<file path="config.mk">
export PLATFORM = sky130hd
export DESIGN_NAME = encoder_decoder_mac_pipe_flat
export DESIGN_NICKNAME = d
export VERILOG_FILES = /design/src/rtl/encoder_decoder_mac_pkg.sv /design/src/rtl/encoder_decoder_mac_pipe_if.sv /design/src/rtl/encoder_decoder_mac_mul.sv /design/src/rtl/encoder_decoder_mac_pipe.sv /design/src/flat_wrapper.sv
export SDC_FILE = /design/constraint.sdc
export NUM_CORES = 1
export LEC_CHECK = 0
export ABC_AREA = 1
export CORE_MARGIN = 2
export CORE_UTILIZATION = 23
export CTS_CLUSTER_DIAMETER = 60
export DETAILED_ROUTE_END_ITERATION = 16
export PLACE_DENSITY = 0.41
export SLEW_MARGIN = 10
export SYNTH_ARGS = -nofsm -noshare
export SYNTH_HDL_FRONTEND = slang
export SYNTH_HIERARCHICAL = 1
export SYNTH_SLANG_ARGS = --single-unit
export TNS_END_PERCENT = 20
</file>
<file path="constraint.sdc">
create_clock -name clk -period 6.3 [get_ports clk]
set_input_delay 1.26 -clock clk [delete_from_list [all_inputs] [get_ports clk]]
set_output_delay 1.26 -clock clk [all_outputs]
set_load 0.01 [all_outputs]
</file>
<file path="src/rtl/encoder_decoder_mac_pkg.sv">
// Shared widths and arithmetic helpers for the encoder/decoder MAC pipeline.
// Values are carried in 64-bit containers so one helper serves every parameterisation.
package encoder_decoder_mac_pkg;

    typedef struct packed {
        logic signed [63:0] value;
        logic               sat;
    } rs_t;

    function automatic int clog2(input int v);
        int r;
        r = 0;
        for (int unsigned i = 0; i < 31; i++) begin
            if ((1 << i) < v) r = int'(i) + 1;
        end
        return r;
    endfunction

    function automatic int prod_w(input int a_w, input int b_w);
        return a_w + b_w;
    endfunction

    // clog2(1) == 0, so the accumulator never gets narrower than the product
    function automatic int acc_w(input int a_w, input int b_w, input int vec_len);
        return prod_w(a_w, b_w) + clog2(vec_len);
    endfunction

    function automatic rs_t round_sat(input logic signed [63:0] sum, input int shift, input int out_w);
        rs_t                res;
        logic signed [63:0] r;
        logic signed [63:0] hi;
        logic signed [63:0] lo;
        r = sum;
        if (shift > 0) r = (sum + (64'sd1 <<< (shift - 1))) >>> shift;
        hi = (64'sd1 <<< (out_w - 1)) - 64'sd1;
        lo = -hi - 64'sd1;
        res.value = r;
        res.sat   = 1'b0;
        if (r > hi) begin
            res.value = hi;
            res.sat   = 1'b1;
        end else if (r < lo) begin
            res.value = lo;
            res.sat   = 1'b1;
        end
        return res;
    endfunction

endpackage

</file>
<file path="src/rtl/encoder_decoder_mac_pipe_if.sv">
// Operand stream in, dot-product result stream out; both valid/ready.
interface encoder_decoder_mac_pipe_if #(
    parameter int A_WIDTH   = 13,
    parameter int B_WIDTH   = 10,
    parameter int OUT_WIDTH = 25
);
    logic                        in_valid;
    logic                        in_ready;
    logic [A_WIDTH-1:0]          in_a;
    logic signed [B_WIDTH-1:0]   in_b;
    logic                        out_valid;
    logic                        out_ready;
    logic signed [OUT_WIDTH-1:0] out_data;
    logic                        out_sat;

    modport master (
        output in_valid, in_a, in_b, out_ready,
        input  in_ready, out_valid, out_data, out_sat
    );

    modport slave (
        input  in_valid, in_a, in_b, out_ready,
        output in_ready, out_valid, out_data, out_sat
    );
endinterface

</file>
<file path="src/rtl/encoder_decoder_mac_mul.sv">
// Registered signed x signed/unsigned multiplier stage; no reset so it packs into a DSP block.
module encoder_decoder_mac_mul
    import encoder_decoder_mac_pkg::*;
#(
    parameter int A_WIDTH  = 13,
    parameter int A_SIGNED = 0,
    parameter int B_WIDTH  = 10,
    parameter int PROD_W   = prod_w(A_WIDTH, B_WIDTH)
) (
    input  logic                      clk,
    input  logic                      en,
    input  logic [A_WIDTH-1:0]        a,
    input  logic signed [B_WIDTH-1:0] b,
    output logic signed [PROD_W-1:0]  p
);
    localparam int EA_W = (A_SIGNED != 0) ? A_WIDTH : A_WIDTH + 1;

    logic signed [EA_W-1:0]         ea;
    logic signed [EA_W+B_WIDTH-1:0] full;
    logic                           unused_msb;

    generate
        if (A_SIGNED != 0) begin : g_sgn
            assign ea = a;
        end else begin : g_uns
            assign ea = {1'b0, a};
        end
    endgenerate

    // The zero-extension bit never reaches the product's top bit, so truncation is exact
    assign full       = ea * b;
    assign unused_msb = full[EA_W+B_WIDTH-1];

    always_ff @(posedge clk) begin
        if (en) p <= full[PROD_W-1:0];
    end
endmodule

</file>
<file path="src/rtl/encoder_decoder_mac_pipe.sv">
// Three-stage MAC: operand register, registered multiply, accumulate/round/saturate.
// Any pending-but-unaccepted result freezes the whole pipeline.
module encoder_decoder_mac_pipe
    import encoder_decoder_mac_pkg::*;
#(
    parameter int A_WIDTH   = 13,
    parameter int A_SIGNED  = 0,
    parameter int B_WIDTH   = 10,
    parameter int VEC_LEN   = 4,
    parameter int SHIFT     = 0,
    parameter int OUT_WIDTH = 25
) (
    input logic                       clk,
    input logic                       reset,
    input logic                       clear,
    encoder_decoder_mac_pipe_if.slave bus
);
    localparam int PROD_W = prod_w(A_WIDTH, B_WIDTH);
    localparam int ACC_W  = acc_w(A_WIDTH, B_WIDTH, VEC_LEN);
    localparam int CNT_W  = (clog2(VEC_LEN) > 0) ? clog2(VEC_LEN) : 1;
    localparam logic [CNT_W-1:0] CNT_LAST = CNT_W'(VEC_LEN - 1);

    logic                        stall;
    logic                        accept;
    logic [CNT_W-1:0]            cnt;
    logic                        s1_valid;
    logic                        s1_last;
    logic [A_WIDTH-1:0]          s1_a;
    logic signed [B_WIDTH-1:0]   s1_b;
    logic                        s2_valid;
    logic                        s2_last;
    logic signed [PROD_W-1:0]    s2_prod;
    logic signed [ACC_W-1:0]     acc;
    logic signed [ACC_W-1:0]     prod_x;
    logic signed [ACC_W-1:0]     sum;
    rs_t                         rs;
    logic                        unused_rs;
    logic                        out_valid_q;
    logic signed [OUT_WIDTH-1:0] out_data_q;
    logic                        out_sat_q;

    assign stall        = out_valid_q & ~bus.out_ready;
    assign bus.in_ready = ~reset & ~stall & ~clear;
    assign accept       = bus.in_valid & bus.in_ready;

    assign bus.out_valid = out_valid_q;
    assign bus.out_data  = out_data_q;
    assign bus.out_sat   = out_sat_q;

    always_ff @(posedge clk or posedge reset) begin
        if (reset) begin
            cnt      <= '0;
            s1_valid <= 1'b0;
            s1_last  <= 1'b0;
            s2_valid <= 1'b0;
            s2_last  <= 1'b0;
        end else if (clear) begin
            cnt      <= '0;
            s1_valid <= 1'b0;
            s2_valid <= 1'b0;
        end else if (!stall) begin
            s1_valid <= accept;
            s2_valid <= s1_valid;
            s2_last  <= s1_last;
            if (accept) begin
                s1_last <= (cnt == CNT_LAST);
                cnt     <= (cnt == CNT_LAST) ? '0 : cnt + CNT_W'(1);
            end
        end
    end

    always_ff @(posedge clk) begin
        if (!stall && accept) begin
            s1_a <= bus.in_a;
            s1_b <= bus.in_b;
        end
    end

    encoder_decoder_mac_mul #(
        .A_WIDTH (A_WIDTH),
        .A_SIGNED(A_SIGNED),
        .B_WIDTH (B_WIDTH),
        .PROD_W  (PROD_W)
    ) u_mul (
        .clk(clk),
        .en (~stall),
        .a  (s1_a),
        .b  (s1_b),
        .p  (s2_prod)
    );

    // Accumulator idles at zero between vectors, so "first element loads prod" is just acc + prod
    assign prod_x    = ACC_W'(s2_prod);
    assign sum       = acc + prod_x;
    assign unused_rs = ^rs.value;

    always_comb begin
        rs = round_sat(64'(sum), SHIFT, OUT_WIDTH);
    end

    always_ff @(posedge clk or posedge reset) begin
        if (reset) begin
            acc         <= '0;
            out_valid_q <= 1'b0;
            out_data_q  <= '0;
            out_sat_q   <= 1'b0;
        end else begin
            if (clear) begin
                acc <= '0;
            end else if (!stall && s2_valid) begin
                acc <= s2_last ? '0 : sum;
            end
            if (!stall) begin
                if (s2_valid && s2_last && !clear) begin
                    out_valid_q <= 1'b1;
                    out_data_q  <= rs.value[OUT_WIDTH-1:0];
                    out_sat_q   <= rs.sat;
                end else if (bus.out_ready) begin
                    out_valid_q <= 1'b0;
                end
            end
        end
    end
endmodule
</file>
<file path="src/flat_wrapper.sv">
// flat-port wrapper written by rule: the top's interface ports become plain ports
module encoder_decoder_mac_pipe_flat import encoder_decoder_mac_pkg::*;
#(
    parameter int A_WIDTH   = 13,
    parameter int A_SIGNED  = 0,
    parameter int B_WIDTH   = 10,
    parameter int VEC_LEN   = 4,
    parameter int SHIFT     = 0,
    parameter int OUT_WIDTH = 25
)
  (clk, reset, clear, bus_in_valid, bus_in_a, bus_in_b, bus_out_ready, bus_in_ready, bus_out_valid, bus_out_data, bus_out_sat);
  encoder_decoder_mac_pipe_if #(.A_WIDTH(A_WIDTH), .B_WIDTH(B_WIDTH), .OUT_WIDTH(OUT_WIDTH)) bus_i ();
  input logic clk;
  input logic reset;
  input logic clear;
  input wire logic [$bits(bus_i.in_valid)-1:0] bus_in_valid;
  input wire logic [$bits(bus_i.in_a)-1:0] bus_in_a;
  input wire logic [$bits(bus_i.in_b)-1:0] bus_in_b;
  input wire logic [$bits(bus_i.out_ready)-1:0] bus_out_ready;
  output wire logic [$bits(bus_i.in_ready)-1:0] bus_in_ready;
  output wire logic [$bits(bus_i.out_valid)-1:0] bus_out_valid;
  output wire logic [$bits(bus_i.out_data)-1:0] bus_out_data;
  output wire logic [$bits(bus_i.out_sat)-1:0] bus_out_sat;
  assign bus_i.in_valid = bus_in_valid;
  assign bus_i.in_a = bus_in_a;
  assign bus_i.in_b = bus_in_b;
  assign bus_i.out_ready = bus_out_ready;
  assign bus_in_ready = bus_i.in_ready;
  assign bus_out_valid = bus_i.out_valid;
  assign bus_out_data = bus_i.out_data;
  assign bus_out_sat = bus_i.out_sat;
  encoder_decoder_mac_pipe #(.A_WIDTH(A_WIDTH), .A_SIGNED(A_SIGNED), .B_WIDTH(B_WIDTH), .VEC_LEN(VEC_LEN), .SHIFT(SHIFT), .OUT_WIDTH(OUT_WIDTH)) u_core (.clk(clk), .reset(reset), .clear(clear), .bus(bus_i));
endmodule
</file>
* After elaboration in Yosys (flattened, before gate mapping)
Index checks and enable logic that the tools add are counted.
** Storage, ports and cells
- Flip-flop bits (word level) :: 104
- Output and inout bits :: 28
- Input port bits :: 28
** Operators by class
- Magnitude comparators :: 2
- Reduce and logical (&&, ||, !) cells :: 14
- Equality and inequality tests :: 2
- Add/subtract/negate cells :: 2
- Multiplexer cells :: 15
- Multiply operators :: 1
- Bitwise operators :: 8
** Operators by type and width (count)
- 25-bit 2-to-1 mux :: 3
- 26-bit 2-to-1 mux :: 2
- 25-bit by 23-bit adder with 25-bit output :: 1
- 25-bit greater-than comparator, second input constant :: 1
- 25-bit less-than comparator, second input constant :: 1
- 14-bit by 10-bit multiplier with 23-bit output :: 1
- 2-bit 2-to-1 mux :: 4
- 2-bit AND reduction :: 4
- 1-bit 2-to-1 mux :: 6
- 2-bit nonzero test :: 3
- 1-bit bitwise AND :: 4
- 1-bit logical AND :: 4
- 1-bit NOT :: 4
- 3-bit AND reduction :: 1
- 2-bit by 1-bit adder with 2-bit output, second input constant :: 1
- 2-bit equality test, second input constant :: 1
- 1-bit logical NOT :: 2
- 2-bit != test, second input constant :: 1

* Logic depth before layout (Yosys ltp)
Gate-level depths: netlist of run 1.
- Word-level depth :: 9
- Gate-level depth with buffers :: 23
- Depth with buffers taken out :: 22

* Hierarchy
The synthesis of run 1 kept the hierarchy.
** By module, submodules not included
- encoder_decoder_mac_mul :: area each 5552.8 sq um, cells an instance 733, times used 1
- encoder_decoder_mac_pipe :: area each 4797.1 sq um, cells an instance 634, times used 1

* Worst setup path before layout of run 1
No wires, ideal clock.
- Path type :: flip-flop to flip-flop
- From :: reg u_core.s1_b[9]
- To :: reg u_core.u_mul.p[18] (data pin)
- Period minus slack after synthesis :: 4.885 ns
- Required time :: 6.048 ns
- Stages on the path, launching flop included :: 23
- Path slack :: 1.415 ns
- Arrival :: 4.632 ns
- Cell sequence :: edfxtp_1 > inv_1 > clkbuf_1 > nor2_1 > fa_1 > inv_1 > fa_1 > inv_1 > fa_1 > fa_1 > inv_1 > fa_1 > inv_1 > ha_1 > nand2_1 > inv_1 > nand2_1 > and2_4 > nor2_1 > nor2_1 > nand2_1 > nand2_1 > nand2_1
** On the way
- Longest elaborated chain between the ends :: 1
** Ends and longest elaborated chain
- start: declaration :: line encoder_decoder_mac_pipe.sv:29 : logic signed [B_WIDTH-1:0] s1_b;
- start signal: assignment :: line encoder_decoder_mac_pipe.sv:75 : s1_b <= bus.in_b;
- 14-bit by 10-bit multiplier with 23-bit output :: line encoder_decoder_mac_mul.sv:31 : assign full = ea * b;
- via u_core.u_mul.full[18] :: line encoder_decoder_mac_mul.sv:19 : logic signed [EA_W+B_WIDTH-1:0] full;
- end signal: assignment :: line encoder_decoder_mac_mul.sv:35 : if (en) p <= full[PROD_W-1:0];
- end: declaration :: line encoder_decoder_mac_mul.sv:14 : output logic signed [PROD_W-1:0] p
The timed path passes the listed nets, and every way through them passes these cells.
A chain may end at the register's enable or synchronous reset.

* Worst setup path in the final report of run 1
- From :: reg u_core.s1_b[9]
- To :: reg u_core.u_mul.p[20] (data pin)
Same word-level chain as after synthesis.

==> qor.yml, run 1 <==
report.final.setup_viol: 0
dpl.hpwl_mm: 21.4
drive_above_1_share_pct: 4.54
seq_power_share_pct: 29.8
area_growth_syn_to_layout_pct: 14.2
crit_family: "adder cells"
cts_sinks: 104
use_met2_pct: 20.4
power_density_mw_per_mm2: 283
place.gp.congestion: 0.884
post_cts_buffers: 0
path_clk_slew_ns: 0.08
instances_no_fill: 2002
ys.warnings.count: 6
synthCells: 1367
drtPass1Iterations: 5
arrival_ns: 5.21
grt_max_degree: 59
path_depth: 18
synthFlopType: "dfrtp_1"
switching_share_pct: 43.3
critical_path.endpoint_type: "register"
wl_per_cell_microns: 13.2
reg2reg_to: "u_core/u_mul/p[20]"
portBuffers: 55
criticalPathCategory: "register to register"
drc: 0
switching_power_mw: 1.45
ioPinCount: 56
via_per_inst: 3.99
route.vias.total: 7983
clkPwrFrac_pct: 18.2
required_ns: 6.44
cp-start-kind: "register"
synth_edf_count: 46
clock_latency_ns: 0.39
numCtsBuffers: 9
crit_end: "u_core/u_mul/p[20]"
cts_tree: "yes"
use_met3_pct: 2.39
status: "finished, final reports clean"
die_x_microns: 216
clock-root-buffer: "clkbuf_16"
r2r_start: "u_core/s1_b[9]"
avgSynthCellArea_sq_um: 7.57
design.core.area_sq_mm: 0.0443
finalClockSkew_ns: 0.0125
cp_slowest_stage_delay_ns: 0.55
antenna_found_initial: 0
die_h_microns: 216
leakage_nw: 6.57
rows: 77
hold_violations: 0
ys_ff_latch: 104
path_buf_inv: 5
hold_path_class: "register to register"
placed_cells: 1986
yosys-top-cells-area: "fa_1, nand2_1, dfrtp_1"
wl_mm: 26.4
antenna_left: 0
cts_htree_levels: 3
cts_hold_buffers: 0
holdWs_ns: 0.480
timing.fmax_ghz: 0.197
reg2reg_slack_ns: 1.23
drv_cap: 0
pwr-share-comb_pct: 52.0
yosysTopAreaCell: "fa_1"
die_area_sq_mm: 0.0467
ff2ff_path_depth: 18
tightest_slew_ns: 1.04
grt_util_met1_pct: 15.7
internal-power_mw: 1.90
async_flop_share_pct: 55.8
nets: 1614
start_util_pct: 23.4
gr-total-overflow: 0
ys_types: 36
synth_area_sq_mm: 0.0103
n_antenna_cell: 0
cts_resized: 0
cts_buffer_depth: 2
maxSlewViolCount: 0
finalCriticalPeriod_ns: 5.07
rsz0062_at_grt: "no"
relSlewSlack_pct: 30.9
final.setup.tns_ns: 0
grt_pass1_vias: 8357
peakVddDrop_uv: 137
crit_path_cell_trace: "inv_1, nor2_1, fa_1, inv_1, fa_1, inv_1, fa_1, fa_1, inv_1, fa_1, inv_1, ha_1, a21oi_1, o21bai_1, a21oi_1, nand2_1, nand2_1, nand2_1"
path_max_fanout: 13
drt_iter0_drc: 389
slowest_stage: "fa_1"
seq_area_frac_synth_pct: 27.4
grt_pass1_wl_mm: 43.8
period_share_pct: 80.5
yosys.area.top_type_share_pct: 17.0
startpoint: "u_core/s1_b[9]"
grt_use_total_pct: 11.9
syn-num-nets: 1576
grt_most_used_layer: "met2"
[stage by stage]
| step | setup WS [ns] | total power, mW | utilization, % | cell area [sq um] |
|---|---|---|---|---|
| final | 1.23 | 3.35 | 26.7 | 11800 |
| after global routing | 0.822 | 3.70 | 26.7 | 11800 |
| after CTS | 1.20 | 3.42 | 26.7 | 11800 |
| after detailed placement | 1.22 | 2.78 | 26.0 | 11500 |
| after global placement | 1.27 | 2.78 | 26.0 | 11500 |
| after floorplan | 1.42 | 2.24 | - | 10300 |
[layer usage]
layer	vias to the layer above	part of all wire (%)
li1	4159	-
met1	3734	49
met2	79	48
met3	11	2.5
met4	0	0.79
met5	-	0
[power groups by stage]
stage / sequential (mW) / combinational [mW] / clock [mW]
global route: 1.01 / 2.01 / 0.670
detailed placement: 1.01 / 1.76 / 0
CTS: 1.00 / 1.78 / 0.646
finish: 0.996 / 1.74 / 0.609
floorplan: 0.999 / 1.24 / 0
global placement: 1.01 / 1.76 / 0
[synthesized netlist by cell type (all sizes together), types with 8 or more instances]
library cell / n
o21ai: 22
nor2: 61
edfxtp: 46
a21oi: 30
or2: 8
nand3b: 9
clkbuf: 25
nand2: 482
nand3: 74
xor2: 11
ha: 93
fa: 88
dfrtp: 58
inv: 324
[state kept, by name (all words and copies together), names as in the netlist]
signal / count
u_core/acc: 25
u_core/cnt: 2
u_core/s1_b: 10
u_core/s1_valid: 1
u_core/u_mul/p: 23
u_core/bus.out_valid: 1
u_core/s1_a: 13
u_core/s2_valid: 1
u_core/s2_last: 1
u_core/bus.out_data: 25
u_core/s1_last: 1
u_core/bus.out_sat: 1
[worst min path at each step]
stage / from / endpoint / slack [ns] / depth (start not counted)
floorplan: u_core/cnt[0] / u_core/cnt[0] / 0.45 / 1
global route: u_core/cnt[0] / u_core/cnt[0] / 0.50 / 1
finish: u_core/cnt[0] / u_core/cnt[0] / 0.48 / 1
global placement: u_core/bus.out_data[13] / u_core/bus.out_data[13] / 0.46 / 2
detailed placement: u_core/bus.out_data[2] / u_core/bus.out_data[2] / 0.47 / 2
CTS: u_core/cnt[0] / u_core/cnt[0] / 0.49 / 1
[placed cells by master (no fill, tap or decap), types with 12 or more instances in the layout]
| cell type | n |
|---|---|
| nand2_1 | 467 |
| clkdlybuf4s50_1 | 55 |
| nand3_1 | 69 |
| o21ai_0 | 12 |
| dfrtp_1 | 58 |
| nor2_1 | 48 |
| inv_1 | 321 |
| edfxtp_1 | 46 |
| nand2_2 | 15 |
| fa_1 | 88 |
| ha_1 | 93 |
| a21oi_1 | 29 |
[cells by family (layout without fill, tap and decap cells)]
logic type / after synthesis / in the layout / share of synthesized area [%]
buffers and inverters: 355 / 398 / 13.2
AO/OA/AOI/OAI: 57 / 57 / 2.96
XOR/XNOR: 18 / 18 / 1.52
AND/OR/NAND/NOR: 652 / 652 / 26.7
adder cells (fa/ha/maj): 181 / 181 / 28.3
flip-flops: 104 / 104 / 27.4
[cell type report]
| class | instances | area [sq um] |
|---|---|---|
| multi-input cells | 908 | 6150 |
| inverters | 325 | 1220 |
| well taps | 592 | 741 |
| flip-flops and latches | 104 | 2830 |
| repair buffers | 57 | 566 |
| fillers | 5003 | 32500 |
| clock buffers | 10 | 229 |
| clock inverters | 6 | 76.3 |
No activity file was read; power rests on OpenSTA's default activity.
==> run 2, diff against run 1 <==
--- a/config.mk
+++ b/config.mk
@@ -10,7 +10,7 @@
 export CORE_UTILIZATION = 23
 export CTS_CLUSTER_DIAMETER = 60
 export DETAILED_ROUTE_END_ITERATION = 16
-export PLACE_DENSITY = 0.41
+export PLACE_DENSITY = 0.42
 export SLEW_MARGIN = 10
 export SYNTH_ARGS = -nofsm -noshare
 export SYNTH_HDL_FRONTEND = slang
==> constraint.sdc (replaced) <==
create_clock -name clk -period 4.3 [get_ports clk]
set_input_delay 0.86 -clock clk [delete_from_list [all_inputs] [get_ports clk]]
set_output_delay 0.86 -clock clk [all_outputs]
set_load 0.01 [all_outputs]
==> run 2 against run 1 <==
  * Clock-buffer cell count is the same
  * Largest power group unchanged
  * Die area is the same
  * Routed wire length shrank 1.1%
  * The flow now finishes with violations (negative setup slack)
  * Via count grew 4.5%
  * Sequential power grew 44%
  * Sequential share of layout area shrank 2.6 points
  * Critical endpoint is now u_core/u_mul/p[22]
  * Clock power grew 38%
==> qor.yml, run 2 (same netlist as run 1, synthesis figures left out) <==
path_clk_slew_ns: 0.08  # about the same
die_area_sq_mm: 0.0467  # unchanged
final_common_cell: "nand2_1"
finalCriticalPeriod_ns: 4.59  # -0.479 ns
required_ns: 4.43  # -2.01 ns
hold_violations: 0  # unchanged
cts_buffer_depth: 2  # unchanged
timing.fmax_ghz: 0.218  # +10%
hold_start: "u_core/bus.out_data[14]"
grt_use_total_pct: 11.9  # -0.089 points
cp-start-kind: "register"
path_max_fanout: 5  # -8
arrival_ns: 4.73  # -0.48 ns
place.gp.congestion: 0.841  # -4.8%
r2r_start: "u_core/s1_b[6]"
wl_mm: 26.1  # -1.1%
cts_sinks: 104  # unchanged
dpl.hpwl_mm: 21.7  # +1.5%
design.core.area_sq_mm: 0.0443  # unchanged
area_growth_syn_to_layout_pct: 28.2
drc: 0  # unchanged
leakage_nw: 7.23  # +10%
clock-root-buffer: "clkbuf_16"
start_util_pct: 23.4  # unchanged
holdWs_ns: 0.480  # +0.000171 ns
n_antenna_cell: 0  # unchanged
cts_hold_buffers: 0  # unchanged
drv_cap: 0  # unchanged
numCtsBuffers: 9  # unchanged
wl_per_cell_microns: 12.3  # -6.7%
startpoint: "u_core/s1_b[6]"
min_path_cells: 2  # +1
via_per_inst: 3.93  # -1.4%
antenna_left: 0  # unchanged
die_h_microns: 216  # unchanged
holdPathEnd: "u_core/bus.out_data[14]"
nets: 1735  # +7.5%
fillers: 4825  # -3.6%
die_x_microns: 216  # unchanged
tightest_slew_ns: 0.896  # -0.140 ns
maxSlewViolCount: 0  # unchanged
relSlewSlack_pct: 40.2  # +9.3 points
peakVddDrop_uv: 282  # +110%
grt_pass1_vias: 8722  # +4.4%
critical_path.endpoint_type: "register"
cts_tree: "yes"
reg2reg_slack_ns: -0.29  # -1.52 ns
hold_path_class: "register to register"
drtPass1Iterations: 5  # unchanged
criticalPathCategory: "register to register"
cts_htree_levels: 3  # unchanged
report.final.setup_viol: 13  # +13
reg2reg_to: "u_core/u_mul/p[22]"
drive_above_1_share_pct: 17.8  # +13 points
rsz0062_at_grt: "yes"
gr-total-overflow: 0  # unchanged
ioPinCount: 56  # unchanged
status: "complete, but fails checks"
power_density_mw_per_mm2: 444  # +57%
grt_pass1_wl_mm: 44.5  # +1.4%
worst_slack_ns: -0.293  # -1.52 ns
rows: 77  # unchanged
grt_max_degree: 43  # -27%
ff2ff_path_depth: 19  # +1
instances_no_fill: 2123  # +6.0%
period_share_pct: 107  # +26 points
antenna_found_initial: 0  # unchanged
placed_cells: 2062  # +3.8%
drt_iter0_drc: 371  # -4.6%
mostFrequentLayoutCells: "nand2_1, inv_1, buf_4, fa_1, ha_1"
clock_latency_ns: 0.38  # about the same
finalClockSkew_ns: 0.0105  # -0.00202 ns
violations: "negative setup slack"
route.vias.total: 8345  # +4.5%
portBuffers: 55  # unchanged
dp_slack_ns: -0.487  # -1.71 ns
[run 2: layout make-up]
type	instances	area, sq um	area share [%]
clock buffers	10	229	1.73
clock inverters	6	53.8	0.405
inverters	325	1230	9.31
multi-input cells	908	6620	49.9
flip-flops and latches	104	2830	21.3
well taps	592	741	5.58
repair buffers	178	1560	11.8
[run 2: power breakdown]
part / leakage, nW / total [mW] / internal [mW] / switching [mW]
clock: 0.141 / 0.839 / 0.404 / 0.435
combinational: 5.86 / 3.62 / 1.65 / 1.98
sequential: 1.23 / 1.43 / 1.32 / 0.116
total: 7.23 / 5.90 / 3.37 / 2.53
[run 2: worst max-delay path, cell delays in order (launching register included)]
cell and delay [ns]:
edfxtp_1 0.49, buf_4 0.19, nand2_1 0.05, inv_1 0.04, fa_1 0.49, fa_1 0.46
fa_1 0.51, fa_1 0.49, inv_1 0.05, fa_1 0.54, inv_2 0.05, ha_4 0.30
nand2_4 0.08, buf_4 0.14, nor2_4 0.09, nand2_1 0.06, nor2_1 0.08, nand2_1 0.12
nand4_1 0.09, nand2_1 0.05
[run 2: how the worst max path moves through the flow]
stage / slack, ns / cells after the start / endpoint
after detailed placement: -0.49 / 18 / u_core/u_mul/p[17]
final: -0.29 / 19 / u_core/u_mul/p[22]
after CTS: -0.28 / 20 / u_core/u_mul/p[16]
after global placement: -0.46 / 18 / u_core/u_mul/p[17]
after global routing: -0.49 / 20 / u_core/u_mul/p[16]
after floorplan: -0.12 / 21 / u_core/u_mul/p[16]
[run 2: through the flow]
| step | cell area (sq um) | TNS (ns) | power, mW | utilization, % |
|---|---|---|---|---|
| 4_1_cts | 13000 | -3.16 | 5.78 | 29.3 |
| 6_report | 13300 | -3.10 | 5.90 | 29.9 |
| 3_3_place_gp | 12200 | -5.78 | 4.58 | 27.6 |
| 3_5_place_dp | 12200 | -5.94 | 4.60 | 27.6 |
| 5_1_grt | 13300 | -6.28 | 6.48 | 29.9 |
| 2_1_floorplan | 10600 | -0.933 | 3.51 | - |
[run 2: what timing repair did]
action                     4_1_cts  5_1_grt
gates resized for setup         52       49
setup endpoints to repair       17       17
pin swaps                       42       46
buffers inserted                29       17
[run 2: per-layer routing]
metal | GRT usage (%) | wire length (microns) | up-vias
met3 | 1.88 | 681 | 14
li1 | - | - | 4408
met2 | 20.4 | 12200 | 98
met5 | 0 | 0 | -
met1 | 15.8 | 12900 | 3825
met4 | 2.28 | 227 | 0
==> run 3, diff against run 2 <==
--- a/config.mk
+++ b/config.mk
@@ -6,7 +6,7 @@
 export NUM_CORES = 1
 export LEC_CHECK = 0
 export ABC_AREA = 1
-export CORE_MARGIN = 2
+export CORE_MARGIN = 5
 export CORE_UTILIZATION = 23
 export CTS_CLUSTER_DIAMETER = 60
 export DETAILED_ROUTE_END_ITERATION = 16
==> run 3 against run 2 <==
  * Largest cell class unchanged
  * The flow still finishes with violations (negative setup slack)
  * Sequential power about the same
  * Utilization down 0.13 points
  * Hold slack better by 0.0018 ns
==> qor.yml, run 3 (same netlist as run 1, synthesis figures left out) <==
crit_family: "adder cells"
dpl.hpwl_mm: 22.2  # +2.2%
cts_sinks: 104  # unchanged
die_area_sq_mm: 0.0493  # +5.6%
worst_slack_ns: -0.261  # +0.0321 ns
slowest_stage: "fa_1"
finalClockSkew_ns: 0.0110  # +0.000426 ns
portBuffers: 55  # unchanged
reg2reg_slack_ns: -0.26  # +0.03 ns
required_ns: 4.42  # about the same
die_x_microns: 222  # +2.8%
start_util_pct: 23.3  # -0.051 points
crit_path_cell_trace: "buf_4, nand2_4, inv_2, fa_1, inv_2, fa_1, inv_2, fa_1, fa_1, inv_1, fa_1, inv_2, ha_4, nand2_4, inv_2, nand2_1, and2_4, nor2_1, nor2_1, nand3_1, nand2_1"
grt_use_total_pct: 11.1  # -0.71 points
pwr-share-comb_pct: 60.8  # -0.6 points
wl_per_cell_microns: 12.5  # +2.1%
mostFrequentLayoutCells: "nand2_1, inv_1, buf_4, fa_1, ha_1"
arrival_ns: 4.68  # -0.05 ns
numCtsBuffers: 9  # unchanged
rsz0062_at_grt: "yes"
seq_power_share_pct: 24.2  # about the same
grt_max_degree: 37  # -14%
clkPwrFrac_pct: 15.1  # +0.9 points
antenna_found_initial: 0  # unchanged
hold_violations: 0  # unchanged
drtPass1Iterations: 5  # unchanged
clock_latency_ns: 0.37  # about the same
clock-root-buffer: "clkbuf_16"
finalCriticalPeriod_ns: 4.56  # -0.0321 ns
gr-total-overflow: 0  # unchanged
path_buf_inv: 7  # +2
cp_slowest_stage_delay_ns: 0.54  # about the same
timing.fmax_ghz: 0.219  # +0.70%
switching_power_mw: 2.54  # +0.41%
route.vias.total: 8395  # +0.60%
drt_iter0_drc: 348  # -6.2%
n_antenna_cell: 0  # unchanged
place.gp.congestion: 0.851  # +1.1%
switching_share_pct: 42.6  # -0.30 points
die_h_microns: 222  # +2.8%
grt_pass1_vias: 8877  # +1.8%
instances_no_fill: 2108  # -0.71%
period_share_pct: 106  # -0.75 points
antenna_left: 0  # unchanged
grt_pass1_wl_mm: 45.2  # +1.7%
ioPinCount: 56  # unchanged
drv_cap: 0  # unchanged
hold_path_class: "register to register"
drive_above_1_share_pct: 18.0  # +0.24 points
cp-start-kind: "register"
power_density_mw_per_mm2: 450  # +1.3%
fillers: 4767  # -1.2%
criticalPathCategory: "register to register"
tightest_slew_ns: 0.753  # -0.143 ns
report.final.setup_viol: 14  # +1
cts_buffer_depth: 2  # unchanged
via_per_inst: 3.98  # +1.3%
leakage_nw: 7.17  # -0.91%
path_clk_slew_ns: 0.08  # about the same
postLayoutCellArea_sq_mm: 0.0132  # -0.21%
drc: 0  # unchanged
area_growth_syn_to_layout_pct: 27.9
design.core.area_sq_mm: 0.0444  # +0.22%
status: "complete, but fails checks"
critical_path.endpoint_type: "register"
peakVddDrop_uv: 292  # +3.7%
wl_mm: 26.4  # +1.4%
nets: 1720  # -0.86%
relSlewSlack_pct: 49.7  # +9.5 points
path_max_fanout: 5  # unchanged
violations: "negative setup slack"
placed_cells: 2065  # +0.15%
final_common_cell: "nand2_1"
internal-power_mw: 3.42  # +1.6%
cts_hold_buffers: 0  # unchanged
dpl_cell_area_sq_mm: 0.0123  # about the same
cts_htree_levels: 3  # unchanged
rows: 77  # unchanged
maxSlewViolCount: 0  # unchanged
cts_tree: "yes"
final.setup.tns_ns: -2.68  # +0.418 ns
-- run 3: worst paths after layout --
check,startpoint,end,cells past startpoint
min in group asynchronous,reset,u_core/bus.out_valid,2
worst max-delay path,u_core/s1_b[7],u_core/u_mul/p[18],21
worst max register to register,u_core/s1_b[7],u_core/u_mul/p[18],21
worst min-delay path,u_core/bus.out_data[11],u_core/bus.out_data[11],2
max in group asynchronous,reset,u_core/acc[15],3
worst min register to register,u_core/bus.out_data[11],u_core/bus.out_data[11],2
-- run 3: repair_timing --
item / CTS / global route
setup buffers: 23 / 4
gates cloned: 0 / 0
pin swaps: 70 / 22
endpoints found under the setup margin: 17 / 17
gates resized for setup: 83 / 39
-- run 3: final cells by class --
class,instances,area [sq um],share of cell area (%)
clock buffers,9,225,1.70
inverters,325,1230,9.31
well taps,592,741,5.59
multi-input cells,908,6650,50.2
flip-flops and latches,104,2830,21.4
clock inverters,7,82.6,0.624
repair buffers,163,1480,11.1
-- run 3: through the flow --
stage	total power, mW	worst slack [ns]	hold WS (ns)	util, %
4_1_cts	5.92	-0.265	0.486	29.4
5_1_grt	6.52	-0.514	0.505	29.8
3_5_place_dp	4.59	-0.455	0.467	27.6
2_1_floorplan	3.51	-0.120	0.446	-
3_3_place_gp	4.60	-0.487	0.460	27.6
6_report	5.96	-0.261	0.482	29.8
-- run 3: tightest hold or removal path: cells and delay by family, from the launching register on --
family | cells | cell delay (ns)
flops | 1 | 0.35
simple gates | 2 | 0.10
-- run 3: per-layer routing --
metal | global-route usage, % | part of all wire [%]
met1 | 14.7 | 48
met2 | 19.1 | 47
met3 | 1.99 | 2.8
met4 | 2.60 | 1.7
met5 | 0 | 0
-- run 3: power by group through the flow --
| stage | clock (mW) | combinational, mW | sequential [mW] |
|---|---|---|---|
| 2_1_floorplan | 0 | 2.05 | 1.46 |
| 3_3_place_gp | 0 | 3.13 | 1.47 |
| 3_5_place_dp | 0 | 3.13 | 1.47 |
| 4_1_cts | 0.941 | 3.54 | 1.45 |
| 5_1_grt | 0.970 | 4.08 | 1.47 |
| 6_report | 0.898 | 3.62 | 1.44 |
